[src/rtl/shift_ctrl_pkg.sv]
// Shared definitions for the shift-register sequencing controller:
// FSM state encoding, register mode codes and the default data width.
package shift_ctrl_pkg;

    localparam int DEF_WIDTH = 5;

    typedef enum logic [1:0] {
        IDLE  = 2'd0,
        LOAD  = 2'd1,
        SHIFT = 2'd2,
        DONE  = 2'd3
    } state_t;

    localparam logic [1:0] MODE_HOLD  = 2'b00;
    localparam logic [1:0] MODE_RIGHT = 2'b01;
    localparam logic [1:0] MODE_LEFT  = 2'b10;
    localparam logic [1:0] MODE_LOAD  = 2'b11;

endpackage

[src/rtl/shift_bit_counter.sv]
// Loadable down-counter that tracks the remaining shift cycles of a command.
// Decrement saturates at zero; load has priority over decrement.
module shift_bit_counter #(
    parameter int W = 3
) (
    input  logic         clk,
    input  logic         rst_n,
    input  logic         load,
    input  logic [W-1:0] load_val,
    input  logic         dec,
    output logic         zero
);

    logic [W-1:0] count_q;
    logic [W-1:0] count_d;

    // NOTE: count_d gets a default before any branch so no latch is inferred.
    always_comb begin
        count_d = count_q;
        if (load) begin
            count_d = load_val;
        end else if (dec && (count_q != '0)) begin
            count_d = count_q - 1'b1;
        end
    end

    // NOTE: state flops use non-blocking assignments so every flop samples pre-edge values.
    always_ff @(posedge clk or negedge rst_n) begin
        if (!rst_n) begin
            count_q <= '0;
        end else begin
            count_q <= count_d;
        end
    end

    assign zero = (count_q == '0);

endmodule

[src/rtl/shift_seq_ctrl.sv]
// Sequencer for an external universal shift register: parallel-loads a word,
// shifts it a bounded number of cycles, streams the shifted-out bits and captures the result.
module shift_seq_ctrl
    import shift_ctrl_pkg::*;
#(
    parameter int WIDTH = DEF_WIDTH,
    parameter int CNT_W = 3
) (
    input  logic             clk,
    input  logic             rst_n,
    input  logic             cmd_valid,
    output logic             cmd_ready,
    input  logic             cmd_dir,
    input  logic [CNT_W-1:0] cmd_count,
    input  logic [WIDTH-1:0] cmd_data,
    input  logic             cmd_fill,
    input  logic             abort,
    output logic [1:0]       mode,
    output logic [WIDTH-1:0] par_out,
    output logic             right_fill,
    output logic             left_fill,
    input  logic [WIDTH-1:0] q_in,
    output logic             ser_out,
    output logic             ser_valid,
    output logic             done,
    output logic             aborted,
    output logic [WIDTH-1:0] result
);

    localparam int CW = $clog2(WIDTH + 1);

    state_t           state_q, state_d;
    logic             dir_q, dir_d;
    logic             fill_q, fill_d;
    logic [WIDTH-1:0] data_q, data_d;
    logic [WIDTH-1:0] result_q, result_d;
    logic             aborted_q, aborted_d;

    logic [CW-1:0]    eff;
    logic             accept;
    logic             active;
    logic             cnt_zero;

    // A request longer than the register is clamped: every bit has left by then.
    always_comb begin
        if (int'(cmd_count) > WIDTH) begin
            eff = CW'(WIDTH);
        end else begin
            eff = CW'(cmd_count);
        end
    end

    assign accept = cmd_valid && (state_q == IDLE);
    assign active = (state_q == LOAD) || (state_q == SHIFT);

    // Loaded with eff on acceptance and decremented once in LOAD, so SHIFT
    // runs while the count walks eff-1 .. 0 and exits on the zero cycle.
    shift_bit_counter #(
        .W (CW)
    ) u_cnt (
        .clk      (clk),
        .rst_n    (rst_n),
        .load     (accept),
        .load_val (eff),
        .dec      (active),
        .zero     (cnt_zero)
    );

    always_comb begin
        state_d   = state_q;
        dir_d     = dir_q;
        fill_d    = fill_q;
        data_d    = data_q;
        result_d  = result_q;
        aborted_d = 1'b0;
        case (state_q)
            IDLE: begin
                if (cmd_valid) begin
                    state_d = LOAD;
                    dir_d   = cmd_dir;
                    fill_d  = cmd_fill;
                    data_d  = cmd_data;
                end
            end
            LOAD: begin
                if (abort) begin
                    state_d   = IDLE;
                    aborted_d = 1'b1;
                end else begin
                    state_d = cnt_zero ? DONE : SHIFT;
                end
            end
            SHIFT: begin
                if (abort) begin
                    state_d   = IDLE;
                    aborted_d = 1'b1;
                end else if (cnt_zero) begin
                    state_d = DONE;
                end
            end
            DONE: begin
                state_d  = IDLE;
                result_d = q_in;
            end
            default: state_d = IDLE;
        endcase
    end

    always_ff @(posedge clk or negedge rst_n) begin
        if (!rst_n) begin
            state_q   <= IDLE;
            dir_q     <= 1'b0;
            fill_q    <= 1'b0;
            data_q    <= '0;
            result_q  <= '0;
            aborted_q <= 1'b0;
        end else begin
            state_q   <= state_d;
            dir_q     <= dir_d;
            fill_q    <= fill_d;
            data_q    <= data_d;
            result_q  <= result_d;
            aborted_q <= aborted_d;
        end
    end

    // An abort freezes the register in the cancelling cycle as well.
    always_comb begin
        mode = MODE_HOLD;
        case (state_q)
            LOAD:    mode = MODE_LOAD;
            SHIFT:   mode = dir_q ? MODE_LEFT : MODE_RIGHT;
            default: mode = MODE_HOLD;
        endcase
        if (abort && active) begin
            mode = MODE_HOLD;
        end
    end

    assign cmd_ready  = (state_q == IDLE);
    assign par_out    = data_q;
    assign right_fill = fill_q;
    assign left_fill  = fill_q;
    assign ser_valid  = (state_q == SHIFT);
    assign ser_out    = (state_q == SHIFT) ? (dir_q ? q_in[WIDTH-1] : q_in[0]) : 1'b0;
    assign done       = (state_q == DONE);
    assign aborted    = aborted_q;
    assign result     = result_q;

endmodule

[config.mk]
export PLATFORM = sky130hd
export DESIGN_NAME = shift_seq_ctrl
export DESIGN_NICKNAME = d
export VERILOG_FILES = /design/src/rtl/shift_ctrl_pkg.sv /design/src/rtl/shift_bit_counter.sv /design/src/rtl/shift_seq_ctrl.sv
export SDC_FILE = /design/constraint.sdc
export NUM_CORES = 1
export LEC_CHECK = 0
export CAP_MARGIN = 10
export CORE_MARGIN = 2
export CORE_UTILIZATION = 42
export DETAILED_ROUTE_END_ITERATION = 16
export HOLD_SLACK_MARGIN = 0.1
export PLACE_DENSITY = 0.86
export REMOVE_ABC_BUFFERS = 1
export SKIP_LAST_GASP = 1
export SLEW_MARGIN = 5
export SYNTH_ARGS = -nofsm -noshare
export SYNTH_HDL_FRONTEND = slang
export SYNTH_HIERARCHICAL = 1
export SYNTH_SLANG_ARGS = --single-unit
[constraint.sdc]
create_clock -name clk -period 2.06 [get_ports clk]
set_input_delay 0.412 -clock clk [delete_from_list [all_inputs] [get_ports clk]]
set_output_delay 0.412 -clock clk [all_outputs]
set_load 0.02 [all_outputs]
Word-level counts from Yosys, hierarchy flattened
Cells that the tools add are included.
{"block": "op_classes", "addsub": 1, "magnitude_cmp": 1, "eq_ne": 5, "mux": 16, "n_reduce_logical": 11}
{"cell": "$mux 2", "n": 6}
{"cell": "$mux 3", "n": 3}
{"cell": "$pmux 2 s4", "n": 1}
{"cell": "$mux 1", "n": 5}
{"cell": "$eq 2x2->1 const B", "n": 2}
{"cell": "$pmux 2 s2", "n": 1}
{"cell": "$reduce_and 2->1", "n": 2}
{"cell": "$gt 3x3->1 const B", "n": 1}
{"cell": "$logic_and 1x1->1", "n": 3}
{"cell": "$logic_not 3->1", "n": 1}
{"cell": "$ne 3x2->1 const B", "n": 1}
{"cell": "$reduce_bool 3->1", "n": 1}
{"cell": "$sub 3x1->3 const B", "n": 1}
{"cell": "$eq 2x1->1 const B", "n": 1}
{"cell": "$logic_not 2->1", "n": 1}
{"cell": "$ne 2x2->1 const B", "n": 1}
{"cell": "$reduce_bool 2->1", "n": 1}
{"cell": "$reduce_or 2->1", "n": 1}
{"cell": "$logic_or 1x1->1", "n": 1}
{"block": "totals", "ff_bits": 18, "in_bits": 19, "output_inout_bits": 19, "elab_cells": 41}

Longest topological paths before layout
Gate-level depths: netlist (run 1).
{"block": "depth", "ltp_word": 5, "mapped_depth": 7, "depth_no_buf": 6}

By module
The synthesis (run 1) kept the hierarchy.
{"module": "shift_seq_ctrl", "n_inst": 1, "cells_per_inst": 58, "area_per_inst_um2": 745.7, "seq_area_each_um2": 375.4}
{"module": "shift_bit_counter", "n_inst": 1, "cells_per_inst": 19, "area_per_inst_um2": 207.7, "seq_area_each_um2": 75.1}

Worst setup path before layout (run 1)
Ideal clock, no wire load.
{"block": "synth_timing", "path_type": "reg-to-reg", "startpoint": "register state_q[0]", "endpoint": "register u_cnt.count_q[0]", "setup_ns": 0.126, "arrival_ns": 1.695, "required_time_ns": 1.934, "setup_slack_ns": 0.239, "path_stages_with_launch": 8, "path_buffers": 1, "period_less_slack_ns": 1.821, "cell_sequence": "dfrtp_1 -> inv_1 -> ha_1 -> nand2_4 -> inv_1 -> buf_6 -> and2b_4 -> a221o_1"}
{"block": "synth_via", "word_cells_on_any_way": 8, "classes_between": "eq/ne: 2; mux: 1; reduce/logical: 5"}
{"item": "from (decl)", "line_no": "shift_seq_ctrl.sv:32", "rtl": "state_t state_q, state_d;"}
{"item": "from (signal assigned)", "line_no": "shift_seq_ctrl.sv:118", "rtl": "state_q <= state_d;"}
{"item": "$logic_not 2->1 *"}
{"item": "via cmd_ready", "line_no": "shift_seq_ctrl.sv:12", "rtl": "output logic cmd_ready,"}
{"item": "$logic_and 1x1->1 *", "line_no": "shift_seq_ctrl.sv:53", "rtl": "assign accept = cmd_valid && (state_q == IDLE);"}
{"item": "via accept", "line_no": "shift_seq_ctrl.sv:40", "rtl": "logic accept;"}
{"item": "$mux 3 / $reduce_bool 2->1 (equally long branches)"}
{"item": "to (signal assigned)", "line_no": "shift_bit_counter.sv:32", "rtl": "count_q <= count_d;"}
{"item": "to (decl)", "line_no": "shift_bit_counter.sv:14", "rtl": "logic [W-1:0] count_q;"}
Mark *: on every way through the listed nets, which the timed path passes. The rest lies on a longest branch.
A chain may end at the register's enable or synchronous reset.

Worst setup path after layout (run 1)
{"block": "layout_timing", "startpoint": "register state_q[1]", "endpoint": "output mode[0]"}
{"block": "layout_via", "elab_chain_cells": 4, "word_cells_on_any_way": 6, "classes_between": "eq/ne: 2; mux: 2; reduce/logical: 2"}
{"item": "$eq 2x1->1 / $eq 2x2->1 (equally long branches)", "line_no": "shift_seq_ctrl.sv:54", "rtl": "assign active = (state_q == LOAD) || (state_q == SHIFT);"}
{"item": "$logic_or 1x1->1 *", "line_no": "shift_seq_ctrl.sv:54"}
{"item": "via active", "line_no": "shift_seq_ctrl.sv:41", "rtl": "logic active;"}
{"item": "$logic_and 1x1->1 *", "line_no": "shift_seq_ctrl.sv:135", "rtl": "if (abort && active) begin"}
{"item": "$mux 2 *", "line_no": "shift_seq_ctrl.sv:135"}
{"item": "to (decl)", "line_no": "shift_seq_ctrl.sv:18", "rtl": "output logic [1:0] mode,"}
Marked as above.

==> results of run 1 <==
power by group through the flow:
stage	clock, mW	combinational [mW]	sequential (mW)
after floorplan	0	0.582	0.782
after global placement	0	1.23	0.627
after detailed placement	0	1.28	0.647
after CTS	0.227	1.27	0.639
after global routing	0.248	1.36	0.661
final	0.221	1.26	0.640
kinds of logic (layout without fill, tap and decap cells):
kind of cell | after synthesis | count (layout) | share of synthesized area (%)
flops | 18 | 18 | 47.24
simple gates | 18 | 18 | 12.60
mux | 13 | 13 | 17.45
buf+inv | 11 | 56 | 5.512
compound gates | 10 | 10 | 8.006
fa+ha+maj | 7 | 7 | 9.186
worst max-delay path by stage:
stage / from / endpoint
after global placement: abort / mode[1]
after global routing: state_q[0]$_DFFE_PN0P_ / mode[0]
final: state_q[1]$_DFFE_PN0P_ / mode[0]
after CTS: state_q[1]$_DFFE_PN0P_ / mode[0]
after floorplan: state_q[0]$_DFFE_PN0P_ / u_cnt/count_q[0]$_DFFE_PN0P_
after detailed placement: abort / mode[0]
cell type report:
type                       count  area (sq um)
multi-input combinational     48         452.9
fill                         185         760.7
timing repair buffer          44         404.1
clock buffer                   4         36.28
tap                           28         35.03
inverter                       8         30.03
sequential                    18         450.4
critical path, cell delays in order, from the launching register on:
cell	delay, ps
dfrtp_1	440
inv_1	100
ha_1	310
nand2b_1	70
nor2_1	110
clkbuf_2	180
metal layers:
metal	part of all wire (%)	wire length, um	global-route usage, %
met5	0	0	0
met4	1.6	34	6.579
met3	5.7	125	2.011
met2	52	1132	35.26
met1	41	881	23.25
layout by cell type (no fill, tap or decap), types with 5 or more instances in the layout:
master and count:
buf_4 7, clkdlybuf4s50_1 31, dfrtp_1 18, ha_1 6, inv_1 8, mux2_2 5
mux2_4 6, nor2b_1 5
flip-flops by register name, indices dropped and copies added, names as in the netlist:
| register | flops |
|---|---|
| u_cnt/count_q | 3 |
| aborted | 1 |
| result | 5 |
| dir_q | 1 |
| state_q | 2 |
| left_fill | 1 |
| par_out | 5 |
stage by stage:
stage / hold slack (ps) / cells / power, mW / TNS (ps)
after detailed placement: 498.1 / 145 / 1.926 / -165.2
after global placement: 491.9 / 145 / 1.856 / -70.86
after CTS: 423.7 / 150 / 2.137 / -38.96
final: 418.7 / 150 / 2.119 / 0
after global routing: 440.2 / 150 / 2.274 / 0
after floorplan: 116.4 / 74 / 1.364 / 0
synthesized netlist by cell type:
cell type,instances
mux2_4,6
a221o_1,3
nor2_1,2
a21oi_1,2
o22ai_1,1
nand2_1,1
mux2i_1,2
inv_1,8
nand2b_1,3
dfrtp_1,18
nand2_4,1
buf_6,1
and2_1,1
o2bb2ai_1,1
mux2_2,5
nor2b_1,5
nand3_1,1
buf_4,1
a21o_1,1
clkbuf_1,1
a32oi_1,1
nor4b_1,3
o21ai_0,1
and2b_4,1
ha_1,7
repair_timing:
item | CTS | global route
pin swaps | 0 | 0
buffers inserted | 1 | 0
hold buffers | 0 | 0
setup endpoints to repair | 6 | 3
gates resized for setup | 7 | 6
==> flow_metrics.tcl, run 1 <==
set metrics [dict create \
    status "finished clean" \
    crit_arrival_ps 1510 \
    via_per_inst 5.000 \
    drt_iter0_markers 23 \
    gp_congestion 0.7770 \
    end_kind "primary output" \
    layout_setup_ws_ps 138.5 \
    final_area_sq_mm 0.001409 \
    power_density_mw_per_mm2 1504 \
    ioPinCount 38 \
    finalHoldViolCount 0 \
    clock_skew_ps 1.450 \
    place_area_sq_mm 0.001381 \
    syn_avg_cell_area_sq_um 12.38 \
    switching_share_pct 38.72 \
    grt_pass1_wl_um 3739 \
    core_sq_mm 0.002170 \
    pwr-share-seq_pct 30.2 \
    worst-r2r-cell-count 8 \
    port_buffers 37 \
    grt-ovfl-total 0 \
    max_cap_violations 0 \
    dpl_worst_slack_ps -87.67 \
    fin_crit_sh_pct 93.28 \
    reg2reg_slack_ps 300 \
    dieArea_sq_mm 0.002667 \
    clk_pin_slew_worst_paths_ps 100 \
    combPwrFrac_pct 59.4 \
    p_clk_share_pct 10.4 \
    finish.utilization_pct 64.94 \
    hpwl_um 1746 \
    root_buffer "clkbuf_4" \
    setup_viol 0 \
    internal_power_mw 1.299 \
    hp-class "in -> async" \
    drive_above_1_share_pct 22.95 \
    dr.pass1.iters 4 \
    tritoncts "built" \
    critPathRequiredTime_ps 1650 \
    vias 750 \
    wl_per_cell_um 14.49 \
    grt_max_degree 19 \
    tightest_slew_ps 317.1 \
    r2r_start "state_q[1]$_DFFE_PN0P_" \
    insertedDiodeCount 0 \
    crit_type "reg -> out" \
    layout_min_cycle_time_ps 1922 \
    totalWireLength_um 2174 \
    synthDistinctLibCells 25 \
    syn2layout_area_growth_pct 47.77 \
    p_leak_nw 0.6692 \
    timing.critical_path.from_type "flip-flop" \
    cts_made_buffers 3 \
    peakVddDrop_v 0.0008351 \
    yosys.area.top_type_share_pct 47.24 \
    antenna_found_initial 0 \
    ys_warn_count 6 \
    clock_sinks 18 \
    rsz0062_at_grt "no" \
    row_count 17 \
    synth_top_area_cell "dfrtp_1" \
    switchingPower_uw 820.4 \
    synth-seq-cells 18 \
    grt_pass1_vias 799 \
    clock_latency_ps 300 \
    syn_inst 77 \
    route.detailed.drc 0 \
    r2r-end "u_cnt/count_q[0]$_DFFE_PN0P_" \
    initial_utilization_pct 43.94 \
    synthTopCellsByArea "dfrtp_1 47%, mux2_4 9.4%, ha_1 9.2%, mux2_2 5.9%, nor2b_1 3.3%" \
    ant_nets 0 \
    track_usage_pct 19.23 \
    synth-seq-area-share_pct 47.24 \
    cts.htree.levels 1 \
    syn-cell-area_sq_um 953.4 \
    fmax_ghz 0.5204 \
    clock_path_buffers 2 \
    relSlewSlack_pct 78.56 \
    die_h_um 51.65 \
    final_max_slew_viol_count 0 \
    die_w_um 51.65 \
    final_nets 149 \
    crit_fanout 4 \
]
No activity file was read; power rests on OpenSTA's default activity.
==> inputs of run 2 (changes only) <==
--- a/config.mk
+++ b/config.mk
@@ -6,11 +6,12 @@
 export NUM_CORES = 1
 export LEC_CHECK = 0
 export CAP_MARGIN = 10
-export CORE_MARGIN = 2
+export CORE_MARGIN = 10
 export CORE_UTILIZATION = 42
 export DETAILED_ROUTE_END_ITERATION = 16
 export HOLD_SLACK_MARGIN = 0.1
-export PLACE_DENSITY = 0.86
+export MAX_ROUTING_LAYER = met4
+export PLACE_DENSITY = 0.78
 export REMOVE_ABC_BUFFERS = 1
 export SKIP_LAST_GASP = 1
 export SLEW_MARGIN = 5
==> run 2 against run 1 <==
  * Worst setup slack lost 22 ps
  * Combinational power barely moved
  * Highest routed layer unchanged
  * Clock-buffer cell count did not move
  * Cell count shrank 0.67%
  * Die area is 72% higher
==> flow_metrics.tcl, run 2 (synthesized netlist as in run 1, its figures left out) <==
set metrics [dict create \
    status "finished clean" \
    setup_viol 0 \
    dp.cells 145 \
    cts_hold_buf 0 \
    crit_arrival_ps 1530 \
    layout_min_cycle_time_ps 1944 \
    vias 737 \
    max_cap_violations 0 \
    critPathRequiredTime_ps 1650 \
    tritoncts "built" \
    dpl_worst_slack_ps -106.7 \
    initial_utilization_pct 43.52 \
    crit_type "reg -> out" \
    hp-class "in -> async" \
    crit_fanout 4 \
    dr.pass1.iters 4 \
    rsz0062_at_grt "no" \
    finalHoldViolCount 0 \
    ant_nets 0 \
    via_per_inst 4.946 \
    wl_per_cell_um 16.28 \
    setup_tns_ps 0 \
    ioPinCount 38 \
    final_max_slew_viol_count 0 \
    drt_iter0_markers 13 \
    grt_pass1_wl_um 3788 \
    layout_setup_ws_ps 116.2 \
    clk_pin_slew_worst_paths_ps 110 \
    fin_crit_sh_pct 94.36 \
    dieArea_sq_mm 0.004576 \
    fmax_ghz 0.5145 \
    final_common_cell "clkdlybuf4s50_1" \
    die_h_um 67.65 \
    core_sq_mm 0.002191 \
    grt_pass1_vias 809 \
    die_w_um 67.65 \
    clock_latency_ps 290 \
    clock_sinks 18 \
    finalPower_mw 2.097 \
    antenna_found_initial 0 \
    totalWireLength_um 2426 \
    grt-ovfl-total 0 \
    syn2layout_area_growth_pct 47.64 \
    cts.htree.levels 1 \
    hpwl_um 1979 \
    worst_hold_slack_ps 440.8 \
    fill_cells 170 \
    end_kind "primary output" \
    gp_congestion 0.7061 \
    insertedDiodeCount 0 \
    tightest_slew_ps 276.4 \
    clock_skew_ps 3.193 \
    layout_common_cells "31 x clkdlybuf4s50_1, 18 x dfrtp_1, 8 x inv_1" \
    layout.cells.non_filler 149 \
    route.detailed.drc 0 \
    clock_path_buffers 2 \
    cts_made_buffers 3 \
    row_count 17 \
    relSlewSlack_pct 81.31 \
    final_nets 148 \
    timing.critical_path.from_type "flip-flop" \
    track_usage_pct 10.93 \
    drive_above_1_share_pct 20.66 \
    power_density_mw_per_mm2 1490 \
    reg2reg_slack_ps 270 \
    p_leak_nw 0.6798 \
    port_buffers 37 \
    peakVddDrop_v 0.0007125 \
    root_buffer "clkbuf_4" \
    grt_max_degree 19 \
]
run 2: changes by cell type in the layout (fill, tap and decap cells not counted):
| cell | delta |
|---|---|
| dlygate4sd2_1 | -1 |
| dlymetal6s2s_1 | +1 |
| ha_2 | -1 |
| buf_4 | -1 |
| clkdlybuf4s15_1 | +1 |
| ha_1 | +1 |
| clkbuf_2 | -1 |
run 2: path summary, 6_finish.rpt:
path / depth (start not counted) / from / endpoint
min in group clk: 1 / result[3]$_DFFE_PN0P_ / result[3]$_DFFE_PN0P_
min reg2reg: 1 / result[3]$_DFFE_PN0P_ / result[3]$_DFFE_PN0P_
min: 2 / rst_n / par_out[2]$_DFFE_PN0P_
max: 4 / state_q[0]$_DFFE_PN0P_ / ser_out
max reg2reg: 8 / state_q[0]$_DFFE_PN0P_ / u_cnt/count_q[1]$_DFFE_PN0P_
max in group asynchronous: 2 / rst_n / result[2]$_DFFE_PN0P_
run 2: area by class of cell:
class                   instances  area [sq um]  share of cell area, %
well taps                      28         35.03                  2.489
multi-input cells              48         450.4                  32.00
flip-flops and latches         18         450.4                  32.00
clock buffers                   4         36.28                  2.578
inverters                       8         30.03                  2.133
repair buffers                 43         405.4                  28.80
run 2: worst max-delay path, stage by stage, from the launching register on:
cell and delay [ps]:
dfrtp_1 420, inv_1 140, ha_1 230, nor2b_1 150, clkdlybuf4s15_1 310
run 2: power by group:
group	internal [mW]	total, mW	switching (mW)
registers	0.526	0.633	0.107
logic	0.657	1.25	0.589
clock network	0.108	0.219	0.111
run 2: repair_timing:
item                       CTS  global route
setup endpoints to repair    5             4
setup buffers                0             0
resized for setup            5             6
run 2: through the flow:
step	instance area [sq um]	utilization [%]
floorplan	930.9	-
global placement	1381	63.05
detailed placement	1381	63.05
CTS	1411	64.42
global route	1408	64.25
finish	1408	64.25
run 2: per-layer routing:
| layer | vias to the layer above | track usage (%) | routed length [um] |
|---|---|---|---|
| li1 | 355 | - | - |
| met1 | 359 | 11.31 | 976 |
| met2 | 21 | 20.19 | 1281 |
| met3 | 2 | 2.314 | 140 |
| met4 | 0 | 3.077 | 27 |
| met5 | - | - | 0 |
